File: config.mk
export PLATFORM = sky130hd
export DESIGN_NAME = muldiv_unit
export DESIGN_NICKNAME = d
export VERILOG_FILES = /design/src/rtl/muldiv_pkg.sv /design/src/rtl/muldiv_negate.sv /design/src/rtl/muldiv_unit.sv
export SDC_FILE = /design/constraint.sdc
export NUM_CORES = 1
export LEC_CHECK = 0
export CAP_MARGIN = 30
export CORE_ASPECT_RATIO = 1.5
export CORE_MARGIN = 2
export CORE_UTILIZATION = 30
export DETAILED_ROUTE_END_ITERATION = 8
export PLACE_DENSITY = 0.6
export SYNTH_ARGS = -nofsm -noshare
export SYNTH_HDL_FRONTEND = slang
export SYNTH_HIERARCHICAL = 1
export SYNTH_SLANG_ARGS = --single-unit
File: constraint.sdc
create_clock -name clk -period 2.9 [get_ports clk]
set_input_delay 0.58 -clock clk [delete_from_list [all_inputs] [get_ports clk]]
set_output_delay 0.58 -clock clk [all_outputs]
set_load 0.005 [all_outputs]
File: src/rtl/muldiv_pkg.sv
// rtl/muldiv_pkg.sv - op and state encodings plus counter-width helper for the mul/div unit

package muldiv_pkg;

    typedef enum logic [1:0] {
        OP_MULTU = 2'b00,
        OP_MULT  = 2'b01,
        OP_DIVU  = 2'b10,
        OP_DIV   = 2'b11
    } op_e;

    typedef enum logic [1:0] {
        S_IDLE = 2'b00,
        S_ITER = 2'b01,
        S_FIX  = 2'b10
    } state_e;

    localparam int DEFAULT_WIDTH = 32;

    function automatic int cnt_width(input int width);
        return $clog2(width) + 1;
    endfunction

endpackage

File: src/rtl/muldiv_negate.sv
// rtl/muldiv_negate.sv - conditional two's complement negation

module muldiv_negate #(
    parameter int W = 32
) (
    input  logic [W-1:0] x,
    input  logic         neg,
    output logic [W-1:0] y
);

    assign y = neg ? -x : x;

endmodule

File: src/rtl/muldiv_unit.sv
// rtl/muldiv_unit.sv - multi-cycle multiply/divide unit owning HI/LO
// Signed mult/div are compiled in only when MULDIV_SIGNED_EN is defined.

module muldiv_unit
    import muldiv_pkg::*;
#(
    parameter int WIDTH = DEFAULT_WIDTH,
    parameter int CNT_W = cnt_width(WIDTH)
) (
    input  logic             clk,
    input  logic             reset,
    input  logic             start,
    input  logic [1:0]       op,
    input  logic [WIDTH-1:0] a,
    input  logic [WIDTH-1:0] b,
    input  logic             mthi,
    input  logic             mtlo,
    input  logic [WIDTH-1:0] wdata,
    output logic             busy,
    output logic             done,
    output logic             divzero,
    output logic [WIDTH-1:0] hi,
    output logic [WIDTH-1:0] lo
);

    localparam logic [CNT_W-1:0] LAST_CNT = CNT_W'(WIDTH - 1);

    state_e               state, next_state;
    logic [CNT_W-1:0]     cnt;
    logic [2*WIDTH-1:0]   acc;       // multiply: {partial product, multiplier}; divide: low half is quotient
    logic [WIDTH:0]       rem;
    logic [WIDTH-1:0]     mcand;     // multiplicand or divisor magnitude
    logic                 is_div_q;
    logic                 b_zero_q;
    logic                 sign_lo_q;
    logic                 sign_hi_q;

    logic                 is_div_op;
    logic                 signed_op;
    logic                 sign_a;
    logic                 sign_b;
    logic [WIDTH-1:0]     a_mag;
    logic [WIDTH-1:0]     b_mag;
    logic [WIDTH:0]       mul_sum;
    logic [WIDTH:0]       div_shift;
    logic [WIDTH:0]       div_diff;
    logic                 q_bit;
    logic [2*WIDTH-1:0]   prod_fix;
    logic [WIDTH-1:0]     quo_fix;
    logic [WIDTH-1:0]     rem_fix;
    logic                 unused_bits;

    assign is_div_op = (op == OP_DIVU) || (op == OP_DIV);

`ifdef MULDIV_SIGNED_EN
    assign signed_op = (op == OP_MULT) || (op == OP_DIV);
    assign sign_a    = signed_op & a[WIDTH-1];
    assign sign_b    = signed_op & b[WIDTH-1];

    muldiv_negate #(.W(WIDTH))   u_abs_a (.x(a),              .neg(sign_a),    .y(a_mag));
    muldiv_negate #(.W(WIDTH))   u_abs_b (.x(b),              .neg(sign_b),    .y(b_mag));
    muldiv_negate #(.W(2*WIDTH)) u_fix_p (.x(acc),            .neg(sign_lo_q), .y(prod_fix));
    muldiv_negate #(.W(WIDTH))   u_fix_q (.x(acc[WIDTH-1:0]), .neg(sign_lo_q), .y(quo_fix));
    muldiv_negate #(.W(WIDTH))   u_fix_r (.x(rem[WIDTH-1:0]), .neg(sign_hi_q), .y(rem_fix));

    assign unused_bits = rem[WIDTH];
`else
    assign signed_op = 1'b0;
    assign sign_a    = 1'b0;
    assign sign_b    = 1'b0;
    assign a_mag     = a;
    assign b_mag     = b;
    assign prod_fix  = acc;
    assign quo_fix   = acc[WIDTH-1:0];
    assign rem_fix   = rem[WIDTH-1:0];

    assign unused_bits = ^{rem[WIDTH], signed_op, sign_lo_q, sign_hi_q};
`endif

    // Radix-2 shift-add step; the carry lands in the top bit of the shifted accumulator.
    assign mul_sum   = {1'b0, acc[2*WIDTH-1:WIDTH]} + (acc[0] ? {1'b0, mcand} : '0);

    // Restoring step: a set top bit of the difference means the trial subtract went negative.
    assign div_shift = {rem[WIDTH-1:0], acc[WIDTH-1]};
    assign div_diff  = div_shift - {1'b0, mcand};
    assign q_bit     = ~div_diff[WIDTH];

    always_ff @(posedge clk) begin
        if (reset) begin
            state <= S_IDLE;
        end else begin
            state <= next_state;
        end
    end

    always_comb begin
        next_state = state;
        busy       = (state != S_IDLE);
        case (state)
            S_IDLE:  if (start) next_state = S_ITER;
            S_ITER:  if (cnt == LAST_CNT) next_state = S_FIX;
            S_FIX:   next_state = S_IDLE;
            default: next_state = S_IDLE;
        endcase
    end

    always_ff @(posedge clk) begin
        if (reset) begin
            hi        <= '0;
            lo        <= '0;
            done      <= 1'b0;
            divzero   <= 1'b0;
            cnt       <= '0;
            acc       <= '0;
            rem       <= '0;
            mcand     <= '0;
            is_div_q  <= 1'b0;
            b_zero_q  <= 1'b0;
            sign_lo_q <= 1'b0;
            sign_hi_q <= 1'b0;
        end else begin
            done <= 1'b0;
            case (state)
                S_IDLE: begin
                    if (start) begin
                        mcand     <= b_mag;
                        acc       <= {{WIDTH{1'b0}}, a_mag};
                        rem       <= '0;
                        cnt       <= '0;
                        is_div_q  <= is_div_op;
                        b_zero_q  <= (b == '0);
                        sign_lo_q <= sign_a ^ sign_b;
                        sign_hi_q <= is_div_op ? sign_a : (sign_a ^ sign_b);
                        divzero   <= 1'b0;
                    end else begin
                        if (mthi) hi <= wdata;
                        if (mtlo) lo <= wdata;
                    end
                end
                S_ITER: begin
                    cnt <= cnt + 1'b1;
                    if (is_div_q) begin
                        rem            <= q_bit ? div_diff : div_shift;
                        acc[WIDTH-1:0] <= {acc[WIDTH-2:0], q_bit};
                    end else begin
                        acc <= {mul_sum, acc[WIDTH-1:1]};
                    end
                end
                S_FIX: begin
                    done    <= 1'b1;
                    divzero <= is_div_q & b_zero_q;
                    if (is_div_q) begin
                        // With a zero divisor every quotient bit is 1 and the remainder
                        // ends as |a|, which the dividend-sign fix turns back into raw a.
                        lo <= b_zero_q ? '1 : quo_fix;
                        hi <= rem_fix;
                    end else begin
                        {hi, lo} <= prod_fix;
                    end
                end
                default: ;
            endcase
        end
    end

endmodule

[Word-level counts from Yosys, hierarchy flattened]
Index checks and enable logic that the tools add are counted.
Word-level totals
  flip-flop bits (word level): 204
  bits of input ports: 103
Cells by class
  add/sub/neg operators: 3
  eq/ne operators: 12
  muxes and demuxes: 26
  bitwise logic cells: 2
  reduce and logical (&&, ||, !) cells: 14
Operators with widths (count)
  $mux 32: 13
  $pmux 32 s2: 3
  $pmux 64 s2: 1
  $mux 64: 1
  $add 32x32->33: 1
  $sub 33x32->33: 1
  $logic_not 32->1: 1
  $ne 2x2->1 const B: 7
  $pmux 6 s2: 1
  $reduce_and 3->1: 4
  $reduce_and 2->1: 4
  $add 6x1->6 const B: 1
  $eq 2x2->1 const B: 3
  $eq 6x5->1 const B: 1
  $mux 6: 1
  $reduce_bool 2->1: 3
  $mux 2: 2
  $pmux 2 s2: 1
  $eq 2x1->1 const B: 1
  $logic_not 2->1: 1
  $mux 1: 2
  $pmux 1 s2: 1
  $and 1x1->1: 1
  $logic_or 1x1->1: 1
  $not 1->1: 1

[Depth between registers and ports, before layout]
Gate-level depths: netlist (run 1).
  depth after elaboration: 4
  depth in mapped cells: 15
  mapped depth without buffers: 13

[Worst setup path after synthesis (run 1)]
OpenSTA, ideal clock, no wires.
  path type: reg2reg
  from: register acc[31]
  to: register rem[24]
  setup time: 0.117 ns
  arrival time: 2.988 ns
  data required time: 2.783 ns
  slack: -0.205 ns
  stages on the path, launching flop included: 16
  path buffers: 2
  clock period less this slack: 3.105 ns
  cells stage by stage: dfxtp_1 > inv_1 > ha_1 > inv_1 > fa_1 > a211oi_2 > o2111ai_1 > a21o_1 > o311ai_2 > nand2_1 > a311oi_2 > xnor2_1 > buf_4 > buf_6 > o21ai_0 > a22o_1
On the way
  cells in the longest elaborated chain, start to end: 4
RTL lines
  start: declaration: RTL line muldiv_unit.sv:30  | logic [2*WIDTH-1:0] acc;
  start signal: assignment: RTL line muldiv_unit.sv:127  | acc <= {{WIDTH{1'b0}}, a_mag};
  start signal: indexed assignment: RTL line muldiv_unit.sv:144  | acc[WIDTH-1:0] <= {acc[WIDTH-2:0], q_bit};
  start signal: assignment: RTL line muldiv_unit.sv:146  | acc <= {mul_sum, acc[WIDTH-1:1]};
  $sub 33x32->33: RTL line muldiv_unit.sv:85  | assign div_diff = div_shift - {1'b0, mcand};
  $mux 32: RTL line muldiv_unit.sv:143  | rem <= q_bit ? div_diff : div_shift;
  $mux 32: RTL line muldiv_unit.sv:142  | if (is_div_q) begin
  $pmux 32 s2: RTL line muldiv_unit.sv:123  | case (state)
  end signal: assignment: RTL line muldiv_unit.sv:143
  end: declaration: RTL line muldiv_unit.sv:31  | logic [WIDTH:0] rem;
Every way passes these cells. The select of a mux whose other input is x is not followed.
A chain may end at the register's enable or synchronous reset.

[Final worst setup path (run 1)]
  from: register acc[31]
  to: register rem[12]
The elaborated chain is that of the path after synthesis.

==> results of run 1 <==
## worst min-delay path by stage
stage                endpoint  slack [ns]  cells past startpoint
floorplan           mcand[10]        0.44                      2
global placement       lo[12]        0.44                      2
finish               mcand[2]        0.36                      2
CTS                  mcand[2]        0.34                      2
detailed placement     lo[18]        0.44                      2
global route         mcand[2]        0.35                      2
## metal layers
layer / GRT usage (%) / up-vias
met3: 2.27 / 82
met4: 8.45 / 0
li1: - / 6168
met5: 0 / -
met1: 22.6 / 5958
met2: 36.2 / 298
## flip-flops by register name, indices dropped and copies added (netlist names), 2 cells and up
| signal | count |
|---|---|
| state | 2 |
| mcand | 32 |
| rem | 32 |
| acc | 64 |
| hi | 32 |
| cnt | 6 |
| lo | 32 |
## power breakdown
part	switching, W	total [W]	internal, W
Combinational	0.000870	0.00171	0.000836
Sequential	0.000126	0.00305	0.00293
Clock	0.00120	0.00267	0.00148
Total	0.00219	0.00743	0.00524
## critical path: cells and delay by family, from the launching register on
| kind | cells | cell delay, ns |
|---|---|---|
| buf+inv | 4 | 0.38 |
| xor+xnor | 1 | 0.18 |
| compound gates | 6 | 1.59 |
| flops | 1 | 0.32 |
| fa+ha+maj | 2 | 0.50 |
| simple gates | 2 | 0.18 |
## final cells by class
cell class	count	area, um^2
Tap cell	511	639
Fill cell	3985	24000
Inverter	59	221
Timing Repair Buffer	330	3130
Sequential cell	204	4090
Clock buffer	34	624
Clock inverter	4	26.3
Multi-Input combinational cell	1201	8170
## stage by stage
step	utilization, %	setup TNS, ns
2_1_floorplan	-	-2.46
3_3_place_gp	37.7	-12.39
3_5_place_dp	37.7	-14.65
4_1_cts	40.5	-12.18
5_1_grt	41.4	-17.25
6_report	41.4	-11.78
## cells in the final DEF, fill, tap and decap left out, types with 31 or more instances in the layout
master,instances
a211oi_1,67
a21oi_1,151
a311oi_1,33
buf_4,144
clkdlybuf4s50_1,167
dfxtp_1,200
ha_1,51
inv_1,56
mux2i_1,58
nand2_1,234
nor2_1,120
nor2b_1,41
o21ai_0,34
o21ai_1,31
o221ai_1,33
xnor2_1,34
## kinds of logic (layout without fill, tap and decap cells)
| logic type | Yosys count | in the layout |
|---|---|---|
| DFF | 204 | 204 |
| adders and majority gates | 67 | 67 |
| xor gates and xnor gates | 45 | 45 |
| and+or+nand+nor | 534 | 534 |
| buffers and inverters | 170 | 427 |
| muxes | 60 | 60 |
| AOI/OAI and AO/OA | 495 | 495 |
## timing repair
action | in CTS | in global routing
resized for setup | 61 | 59
buffers inserted | 15 | 5
pin swaps | 28 | 42
gates cloned | 4 | 2
endpoints found under the setup margin | 50 | 50
==> flow_summary.ini, run 1 <==
[drt]
post_drt_wl_per_cell_um = 18.5
drc = 0
wl_met1_um = 17600
highest_layer = met4
wl_um = 43300
viasPerCell = 5.34
via_count = 12500
detail_route.iter0.violations = 763
dr.pass1.iters = 6
dr_wl_met2_um = 22300
ant_nets = 0
wl_met3_um = 1810

[global_routing]
grt_max_degree = 86
track_usage_pct = 19.6
gr-total-overflow = 0
grt_pass1_wl_um = 67600
grt_pass1_vias = 12500
antenna_found_initial = 0

[floorplanning]
initial_core_util_pct = 30.2
die_x_um = 170
ioPinCount = 170
die_area_um2 = 42800
core_um2 = 40900
die_h_um = 252
std_cell_rows = 91

[finish]
fin_cells = 2343
syn_to_final_growth_pct = 37.0
final_cell_area_um2 = 16900
layout.nets = 1987
drive_gt1_share_pct = 15.5
antennaDiodeCount = 0

[status]
outcome = complete, but fails checks
violations = setup timing

[min_path]
hold_class = input pin to flip-flop
worstHoldStart = reset

[timing]
maxSlewViolCount = 0
hold_viol = 0
max_freq_ghz = 0.304
fin_worst_skew_ns = 0.0165
whs_ns = 0.359
tightestPinTransition_ns = 1.02
finalCriticalPeriod_ns = 3.29
worst_slack_ns = -0.392
max_slew_margin_pct = 31.3
setup_viol = 33
fin_crit_sh_pct = 114
rsz0062_at_grt = true

[worst_setup_path]
start_kind = flip-flop
crit_fanout = 7
critPathRequiredTime_ns = 3.31
crit_start = acc[31]
cp-endpoint = rem[12]
critPathKind = flip-flop to flip-flop
crit_chain = inv_2, ha_4, inv_2, fa_2, a211oi_4, o2111ai_1, a21o_1, o311ai_4, nand2_2, a311oi_4, xnor2_4, buf_4, buf_12, nor2_2, a221o_1
rr_worst_depth = 15
cp_slowest_cell = a311oi_4
cp_common_cell = inv_2
timing.rr.end = rem[12]
rr_startpoint = acc[31]
crit_path_max_incr_delay_ns = 0.40
regToRegSetupSlack_ns = -0.39
crit_path_end_kind = flip-flop
cp_data_arrival_time_ns = 3.70

[yosys]
synth_compound_area_share_pct = 26.9
avgSynthCellArea_um2 = 7.83
yosysTopAreaCell = dfxtp_1
seq_area_frac_synth_pct = 33.1
synthAdderAreaFrac_pct = 6.92
synthTopCellsByCount = nand2_1 (237), dfxtp_1 (204), a21oi_1 (163)
synth-simple-area-share_pct = 19.7
ys_ff_latch = 204
muxShareOfSynthArea_pct = 4.88
syn_inst = 1575
synth_top_family_by_area = compound AO/OA/AOI/OAI gates
async_reset_ff_share_pct = 0
synth_cell_types = 67
synth_ff_type = dfxtp_1
synth_area_leaders = dfxtp_1 (33%), nand2_1 (7.2%), a21oi_1 (6.6%), ha_1 (6.6%), mux2i_1 (4.8%)
synth_edf_count = 0
syn_nets = 1745
ys_warn_count = 6
synth_area_um2 = 12300
yosys.area.top_type_share_pct = 33.1
synthXorXnorAreaFrac_pct = 3.19
synthMostInstantiatedCell = nand2_1

[clock_network]
clock-sinks = 204
cts_tree = yes
cts_made_buffers = 21
clockBufferDepth = 3
htreeDepth = 1
clockRootBuffer = clkbuf_16
holdBufCountCts = 0
clk_pin_slew_ns = 0.06
worstSkewPairLatency_ns = 0.53

[power]
max-vdd-ir-drop_uv = 279
leakagePower_nw = 6.41
power.density_nw_per_um2 = 440
power_w = 0.00743

[place]
dp_hpwl_um = 31500
placed_area_um2 = 15400
gp_congestion = 0.899
port_buffers = 168
post-place-ws_ns = -0.406
post-place-cells = 2281

[run]
drv_cap = 0
(Power assumes the default switching activity.)
==> inputs of run 2 (changes only) <==
--- a/config.mk
+++ b/config.mk
@@ -7,7 +7,7 @@
 export LEC_CHECK = 0
 export CAP_MARGIN = 30
 export CORE_ASPECT_RATIO = 1.5
-export CORE_MARGIN = 2
+export CORE_MARGIN = 5
 export CORE_UTILIZATION = 30
 export DETAILED_ROUTE_END_ITERATION = 8
 export PLACE_DENSITY = 0.6
==> run 2 against run 1 <==
Effect of this change: the run still ends with setup timing left; critical endpoint unchanged; non-clock buffer count rose by 16; total power grew 4.1%; highest routed layer unchanged; cell area grew 0.39%; clock power increased by 14%; largest power group unchanged; sequential cell count did not move; sequential share of layout area shrank 0.080 points; hold slack better by 0.044 ns.
==> flow_summary.ini, run 2 (synthesized netlist as in run 1, its figures left out) <==
[timing]
setup_viol = 34
tightestPinTransition_ns = 0.701
finalCriticalPeriod_ns = 3.27
worst_slack_ns = -0.367
max_slew_margin_pct = 53.3
maxSlewViolCount = 0
fin_crit_sh_pct = 113
hold_viol = 0
max_freq_ghz = 0.306
fin_worst_skew_ns = 0.0150
rsz0062_at_grt = true

[drt]
viasPerCell = 5.28
via_count = 12500
ant_nets = 0
drc = 0
dr.pass1.iters = 8
detail_route.iter0.violations = 639
wl_um = 43600
post_drt_wl_per_cell_um = 18.5

[place]
dp_hpwl_um = 32600
post-place-cells = 2305
port_buffers = 168
gp_congestion = 0.901
post-place-ws_ns = -0.432

[floorplanning]
ioPinCount = 170
core_um2 = 40900
die_h_um = 258
die_x_um = 176
die_area_um2 = 45400
initial_core_util_pct = 30.2
std_cell_rows = 91

[finish]
drive_gt1_share_pct = 16.0
final_cell_mix = nand2_1 (232), dfxtp_1 (200), clkdlybuf4s50_1 (167), buf_4 (161), a21oi_1 (153)
largest_reg_flops = 64
layout.nets = 2004
antennaDiodeCount = 0
top_register = acc
final_common_cell = nand2_1
fin_cells = 2359
syn_to_final_growth_pct = 37.6

[power]
power.density_nw_per_um2 = 456
power_w = 0.00774
leakagePower_nw = 6.54
max-vdd-ir-drop_uv = 334

[status]
outcome = complete, but fails checks
violations = setup timing

[global_routing]
antenna_found_initial = 0
track_usage_pct = 18.5
gr-total-overflow = 0
grt_pass1_vias = 12500
grt_max_degree = 68
grt_pass1_wl_um = 68400

[worst_setup_path]
cp_data_arrival_time_ns = 3.67
critPathKind = flip-flop to flip-flop
critPathRequiredTime_ns = 3.30
crit_fanout = 7
start_kind = flip-flop
crit_path_end_kind = flip-flop

[clock_network]
cts_tree = yes
clk_pin_slew_ns = 0.06
clock-sinks = 204
htreeDepth = 1
cts_made_buffers = 22
clockBufferDepth = 3
worstSkewPairLatency_ns = 0.53
clockRootBuffer = clkbuf_16

[min_path]
hold_class = input pin to flip-flop

[run]
drv_cap = 0
## run 2: final cells by class
type	instances	area, um^2
inverters	59	221
clock buffers	28	624
repair buffers	346	3180
flip-flops and latches	204	4100
fillers	4019	23900
well taps	511	639
multi-input cells	1201	8070
clock inverters	10	136
## run 2: worst max-delay path, cell delays in order, from the launching register on
cell       delay [ns]
dfxtp_2          0.32
inv_2            0.07
ha_4             0.13
inv_2            0.03
fa_2             0.34
a211oi_2         0.26
o2111ai_1        0.17
a21o_1           0.25
o311ai_4         0.30
nand2_2          0.13
a311oi_4         0.37
xnor2_4          0.20
buf_6            0.14
buf_12           0.13
nor2_1           0.05
a221o_1          0.25
## run 2: worst paths after layout
check	from	to	slack, ns	depth (start not counted)
setup / recovery	acc[31]	rem[12]	-0.37	15
hold reg to reg	lo[15]	lo[15]	0.45	2
setup reg to reg	acc[31]	rem[12]	-0.37	15
hold / removal	reset	cnt[0]	0.40	2
## run 2: report_power, final
group          switching [W]  total [W]  internal, W
clock network        0.00124    0.00304      0.00179
logic               0.000842    0.00165     0.000813
registers           0.000126    0.00305      0.00293
## run 2: what timing repair did
| item | in CTS | in global routing |
|---|---|---|
| cloned | 3 | 0 |
| endpoints found under the setup margin | 49 | 52 |
| setup buffers | 10 | 5 |
| pin swaps | 16 | 28 |
| gates resized for setup | 60 | 37 |
| hold buffers | 0 | 0 |
## run 2: routing by layer
metal,GRT usage [%],up-vias,part of all wire [%]
li1,-,6189,-
met1,21.3,5934,40
met2,34.7,279,52
met3,2.45,64,4.5
met4,6.42,0,3.4
met5,0,-,0
## run 2: stage by stage
| step | hold slack [ns] | instance area [um^2] | utilization [%] | setup TNS [ns] |
|---|---|---|---|---|
| global route | 0.422 | 17000 | 41.5 | -16.32 |
| CTS | 0.385 | 16800 | 41.0 | -11.00 |
| global placement | 0.439 | 15600 | 38.2 | -12.17 |
| detailed placement | 0.446 | 15600 | 38.2 | -15.29 |
| floorplan | 0.445 | 12400 | - | -2.46 |
| finish | 0.403 | 17000 | 41.5 | -11.34 |
